`src/rtl/grant_dispatcher.sv`:
```
// grant_dispatcher: turns the encoded winner from a rotating priority encoder
// into a registered one-hot grant. It holds each tenure until the resource
// signals done, the owner withdraws its request, or MAX_HOLD cycles have
// elapsed. On each tenure end it advances the rotation start fed back to the
// encoder.
module grant_dispatcher #(
  parameter int MAX_HOLD = 16
) (
  input  logic       clk,
  input  logic       rst_n,
  input  logic [2:0] grant_in,
  input  logic       grant_valid,
  input  logic [7:0] req,
  input  logic       done,
  output logic [7:0] ack,
  output logic [2:0] owner,
  output logic       busy,
  output logic [2:0] priority_out,
  output logic       timeout
);

  localparam int CW = $clog2(MAX_HOLD);
  localparam logic [CW-1:0] LAST_CNT = CW'(MAX_HOLD - 1);

  localparam logic [1:0] ST_IDLE    = 2'd0;
  localparam logic [1:0] ST_HOLD    = 2'd1;
  localparam logic [1:0] ST_RELEASE = 2'd2;

  logic [1:0]    state_r, state_s;
  logic [CW-1:0] cnt_r, cnt_s;
  logic [2:0]    owner_r, owner_s;
  logic [7:0]    ack_r, ack_s;
  logic          busy_r, busy_s;
  logic [2:0]    prio_r, prio_s;
  logic          timeout_r, timeout_s;
  logic          end_early_s;
  logic          expire_s;

  // One-hot decode of a requester index.
  function automatic logic [7:0] onehot8(input logic [2:0] idx);
    logic [7:0] one;
    one = 8'd1;
    return one << idx;
  endfunction

  // Next-state and next-output computation; outputs are registered below.
  always_comb begin
    state_s     = state_r;
    cnt_s       = cnt_r;
    owner_s     = owner_r;
    ack_s       = ack_r;
    busy_s      = busy_r;
    prio_s      = prio_r;
    timeout_s   = 1'b0;
    // A done pulse or a withdrawn request takes precedence over expiry, so a
    // coinciding expiry is treated as a normal exit without a timeout pulse.
    end_early_s = done || !req[owner_r];
    expire_s    = (cnt_r == LAST_CNT);
    case (state_r)
      ST_IDLE: begin
        if (grant_valid && req[grant_in]) begin
          state_s = ST_HOLD;
          owner_s = grant_in;
          cnt_s   = {CW{1'b0}};
          ack_s   = onehot8(grant_in);
          busy_s  = 1'b1;
        end else begin
          ack_s  = 8'd0;
          busy_s = 1'b0;
        end
      end
      ST_HOLD: begin
        if (end_early_s || expire_s) begin
          state_s   = ST_RELEASE;
          ack_s     = 8'd0;
          busy_s    = 1'b0;
          prio_s    = owner_r + 3'd1;
          timeout_s = expire_s && !end_early_s;
        end else begin
          // Increment stops at exit, so the counter never wraps in HOLD.
          cnt_s  = cnt_r + {{(CW-1){1'b0}}, 1'b1};
          ack_s  = onehot8(owner_r);
          busy_s = 1'b1;
        end
      end
      ST_RELEASE: begin
        state_s = ST_IDLE;
        ack_s   = 8'd0;
        busy_s  = 1'b0;
      end
      default: begin
        state_s = ST_IDLE;
        ack_s   = 8'd0;
        busy_s  = 1'b0;
      end
    endcase
  end

  // State and output registers; reset clears everything, discarding any tenure.
  always_ff @(posedge clk or negedge rst_n) begin
    if (!rst_n) begin
      state_r   <= ST_IDLE;
      cnt_r     <= {CW{1'b0}};
      owner_r   <= 3'd0;
      ack_r     <= 8'd0;
      busy_r    <= 1'b0;
      prio_r    <= 3'd0;
      timeout_r <= 1'b0;
    end else begin
      state_r   <= state_s;
      cnt_r     <= cnt_s;
      owner_r   <= owner_s;
      ack_r     <= ack_s;
      busy_r    <= busy_s;
      prio_r    <= prio_s;
      timeout_r <= timeout_s;
    end
  end

  assign ack          = ack_r;
  assign owner        = owner_r;
  assign busy         = busy_r;
  assign priority_out = prio_r;
  assign timeout      = timeout_r;

endmodule

```
`config.mk`:
```
export PLATFORM = sky130hd
export DESIGN_NAME = grant_dispatcher
export DESIGN_NICKNAME = d
export VERILOG_FILES = /design/src/rtl/grant_dispatcher.sv
export SDC_FILE = /design/constraint.sdc
export NUM_CORES = 1
export LEC_CHECK = 0
export ABC_CLOCK_PERIOD_IN_PS = 3550
export CAP_MARGIN = 20
export CELL_PAD_IN_SITES_DETAIL_PLACEMENT = 2
export CELL_PAD_IN_SITES_GLOBAL_PLACEMENT = 2
export CORE_ASPECT_RATIO = 1.5
export CORE_MARGIN = 4
export CORE_UTILIZATION = 25
export CTS_CLUSTER_DIAMETER = 200
export CTS_CLUSTER_SIZE = 10
export DETAILED_ROUTE_END_ITERATION = 8
export PLACE_DENSITY = 0.71
export SLEW_MARGIN = 20
export SYNTH_ARGS = -nofsm -noshare
export SYNTH_HDL_FRONTEND = slang
export SYNTH_SLANG_ARGS = --single-unit
```
`constraint.sdc`:
```
create_clock -name clk -period 3.55 [get_ports clk]
set_clock_uncertainty 0.2 [all_clocks]
set_input_delay 1.065 -clock clk [delete_from_list [all_inputs] [get_ports clk]]
set_output_delay 1.065 -clock clk [all_outputs]
set_load 0.05 [all_outputs]
```
# Word level (Yosys, flattened, before mapping)
# Cells that the tools add are included.
[classes]
addsub = 2
n_mux = 18
n_eq_ne = 5
reduce_logical = 12
magnitude_cmp = 2
shift = 2
[ops]
columns = ["operator", "count"]
rows = [
  ["$mux 8", 2],
  ["$pmux 8 s2", 1],
  ["$shl 1x3->8 const A", 2],
  ["$lt 3x4->1 const B", 2],
  ["$mux 4", 2],
  ["$pmux 4 s2", 1],
  ["$bmux 1 s3", 2],
  ["$mux 1", 6],
  ["$ne 2x2->1 const B", 3],
  ["$reduce_and 2->1", 3],
  ["$add 4x1->4 const B", 1],
  ["$eq 4x4->1 const B", 1],
  ["$mux 2", 2],
  ["$pmux 2 s2", 1],
  ["$add 3x1->3 const B", 1],
  ["$reduce_and 3->1", 1],
  ["$eq 2x1->1 const B", 1],
  ["$logic_and 1x1->1", 2],
  ["$logic_not 1->1", 2],
  ["$logic_not 2->1", 1],
  ["$logic_or 1x1->1", 2],
  ["$pmux 1 s2", 1],
  ["$reduce_bool 2->1", 1],
]
[word_totals]
inputBits = 15
ff_bits = 22

# Longest topological paths before layout
[logic_depth]
word_depth = 8
ltp_mapped = 8
ltp_nobuf = 6

# Worst setup path before layout
# OpenSTA, ideal clock, no wires.
[synth_timing]
path_type = "in2reg"
startpoint = "input port grant_in[0]"
endpoint = "register cnt_r[3]"
setup_time_ps = 82
n_path_buf = 1
arrival_ps = 2261
stages = 7
slack_ps = 1008
cell_sequence = "buf_2 mux4_2 nor2_2 nor3_2 nor2_4 inv_1 a31oi_1"
[synth_via]
elab_chain_cells = 5
[synth_lines]
columns = ["item", "line", "source"]
rows = [
  ["from (decl)", "11", "input logic [2:0] grant_in,"],
  ["$bmux 1 s3", "61", "if (grant_valid && req[grant_in]) begin"],
  ["$mux 1 (implied by the code)", "61", ""],
  ["$logic_and 1x1->1", "61", ""],
  ["$ne 2x2->1 (no source line)", "--", ""],
  ["$reduce_and 3->1 (no source line)", "--", ""],
  ["to (signal assigned)", "103", "cnt_r <= {CW{1'b0}};"],
  ["to (signal assigned)", "111", "cnt_r <= cnt_s;"],
  ["to (decl)", "30", "logic [CW-1:0] cnt_r, cnt_s;"],
]
# Every way passes these cells. The select of a mux whose other input is x is not followed.
# A chain may end at the register's enable or synchronous reset.

# Worst setup path after layout
[layout_timing]
startpoint = "input port grant_in[1]"
endpoint = "register cnt_r[3]"
# The elaborated chain is that of the path after synthesis.

==> flow_summary.json <==
{
  "grt_pass1_vias": 1102,
  "r2r-start": "owner[0]",
  "cts.htree.levels": 1,
  "setup-violations-final": 0,
  "p_seq_share_pct": 34.6,
  "die-area_um2": 5872,
  "cpPeakStageDelay_ns": 0.70,
  "clockRootBuffer": "clkbuf_8",
  "grt_first_pass_wirelength_um": 5809,
  "syn_area_per_cell_um2": 11.17,
  "r2r-end": "cnt_r[0]",
  "routedWlPerCell_um": 17.23,
  "drt_iter0_markers": 21,
  "grt_antenna_before_repair": 0,
  "syn_area_um2": 1172,
  "tightestPinTransition_ns": 0.5132,
  "clock-sinks": 22,
  "start_util_pct": 25.81,
  "synth_top_area_share_pct": 46.96,
  "hold_viol_final": 0,
  "fp.coreArea_um2": 4542,
  "ys.flop_type": "dfrtp_1",
  "synth_async_sr_flop_share_pct": 100.0,
  "path_cells": "clkdlybuf4s50_1, mux2_2, o22ai_1, nor3_2, nor2_4, inv_1, a31oi_1",
  "worst-path-stages": 7,
  "drv_slew": 0,
  "synth.area.top_cells": "dfrtp_1 (47%), ha_1 (7.5%), mux2i_1 (4.3%)",
  "antenna-diode-count": 0,
  "cp-start-kind": "input pin",
  "stdcell_count": 201,
  "clk_latency_ns": 0.27,
  "finalCritPeriodShare_pct": 88.45,
  "synth_edf_count": 0,
  "vias_per_cell": 4.657,
  "r2r_cells": 5,
  "drc_errors": 0,
  "post-route-min-period_ns": 3.140,
  "port_buffers": 30,
  "vias": 936,
  "cp_slowest_cell": "clkdlybuf4s50_1",
  "ys_ff_latch": 22,
  "syn2layout_area_growth_pct": 35.11,
  "grt_max_degree": 23,
  "ios": 31,
  "ys_types": 33,
  "powerDensity_nw_per_um2": 746.8,
  "crit_arrival_ns": 3.13,
  "cts_hold_buf": 0,
  "holdCritPathClass": "reg2reg",
  "drt_pass1_iterations": 4,
  "critical_path.max_fanout": 9,
  "yosys_warnings": 0,
  "die_w_um": 63.92,
  "outcome": "finished clean",
  "crit_type": "in2reg",
  "post_cts_resized": 0,
  "place_inst": 197,
  "setup_tns_ns": 0,
  "yosysTopAreaCell": "dfrtp_1",
  "grt_use_total_pct": 13.08,
  "rsz0062_at_grt": "false",
  "critPathCaptureType": "flip-flop",
  "seq_area_frac_synth_pct": 46.96,
  "gp_congestion": 0.7901,
  "worstPathRequired_ns": 3.54,
  "rows": 30,
  "cp-endpoint": "cnt_r[3]",
  "fmax_ghz": 0.3185,
  "final_nets": 160,
  "drv_cap": 0,
  "swShare_pct": 45.31,
  "cts_buffer_depth": 2,
  "ant_nets": 0,
  "reg2reg_slack_ns": 1.34,
  "wl_um": 3463,
  "cts_setup_buffers": 0,
  "cts_tree": "yes",
  "dp.final_hpwl_um": 2803,
  "cp_top_family": "buffers and inverters",
  "drive_gt1_share_pct": 13.14,
  "clkPwrFrac_pct": 15.6,
  "syn-num-nets": 127,
  "numCtsBuffers": 3,
  "grt-ovfl-total": 0,
  "startpoint": "grant_in[1]",
  "die_h_um": 91.87,
  "max-slew-margin-rel_pct": 65.68,
  "power_switching_w": 0.0005360,
  "p_total_w": 0.001183,
  "power.leakage_nw": 0.6869,
  "clkSlewWorstSetupHoldPaths_ns": 0.08,
  "syn-instance-count": 105,
  "p_int_w": 0.0006469,
  "irDropWorstVdd_mv": 0.3740,
  "path_buf_inv": 2,
  "p_comb_share_pct": 49.7
}
## worst min path at each step
stage | from | to | cells past startpoint
floorplan | cnt_r[3] | cnt_r[3] | 1
global placement | cnt_r[3] | cnt_r[3] | 1
detailed placement | cnt_r[3] | cnt_r[3] | 1
CTS | cnt_r[3] | cnt_r[3] | 1
global route | priority_out[0] | priority_out[0] | 1
finish | priority_out[1] | priority_out[1] | 1
## registers in the layout, summed over array words and instances (netlist names)
signal        flops
ack               8
busy              1
cnt_r             4
owner             3
priority_out      3
state_r           2
timeout           1
## routing by layer
layer	GRT usage (%)	share of wire [%]	wire length, um	vias up
met5	0	0	0	-
met4	7.387	3.4	118	0
met3	2.206	2.9	100	7
met2	23.90	57	1971	22
met1	13.74	37	1272	468
li1	-	-	-	439
## cells by family after synthesis
kind of cell / after synthesis / share of synthesized area (%)
DFF: 22 / 46.96
buffers and inverters: 10 / 5.229
and+or+nand+nor: 34 / 15.37
AOI/OAI and AO/OA: 21 / 13.66
adders and majority gates: 7 / 7.470
muxes: 11 / 11.31
## power groups by stage
| stage | Clock (W) | Combinational (W) | Sequential [W] |
|---|---|---|---|
| floorplan | 0 | 0.000253 | 0.000549 |
| finish | 0.000185 | 0.000588 | 0.000410 |
| detailed placement | 0 | 0.000595 | 0.000417 |
| global route | 0.000197 | 0.000632 | 0.000429 |
| CTS | 0.000190 | 0.000599 | 0.000414 |
| global placement | 0 | 0.000577 | 0.000412 |
## layout make-up
| type | count | area (um^2) |
|---|---|---|
| fillers | 500 | 2958 |
| multi-input cells | 73 | 560.5 |
| flip-flops and latches | 22 | 550.5 |
| repair buffers | 32 | 315.3 |
| well taps | 64 | 80.08 |
| clock buffers | 4 | 55.05 |
| inverters | 6 | 22.52 |
## stage by stage
step / hold slack (ns) / setup WS, ns / cell area (um^2) / utilization [%]
3_3_place_gp: 0.2847 / 0.1788 / 1529 / 33.66
3_5_place_dp: 0.3089 / 0.1097 / 1529 / 33.66
4_1_cts: 0.3346 / 0.3896 / 1584 / 34.88
6_report: 0.3256 / 0.4101 / 1584 / 34.88
2_1_floorplan: 0.2520 / 1.008 / 1172 / -
5_1_grt: 0.3491 / 0.2612 / 1584 / 34.88
## synth_stat cells, types with 2 or more instances
master	number
nor2_1	5
a32o_1	4
nand2b_1	3
nand2_1	10
dfrtp_1	22
o22ai_1	2
ha_1	7
a21oi_1	2
nor2b_1	4
nand3_1	5
mux2i_1	5
a31oi_1	2
inv_1	6
o21ai_0	4
buf_6	3
mux2_2	4
## placed cells by master, fill, tap and decap left out, drive strengths merged, types with 3 or more instances in the layout
master,netlist,layout
mux2,5,5
mux2i,5,5
clkdlybuf4s50,0,30
nand2b,3,3
nor2b,4,4
dfrtp,22,22
a32o,4,4
ha,7,7
nand2,10,10
inv,6,6
o21ai,4,4
clkbuf,0,4
nor2,7,7
nand3,5,5
Note: power is estimated with default switching activity, not from simulation.
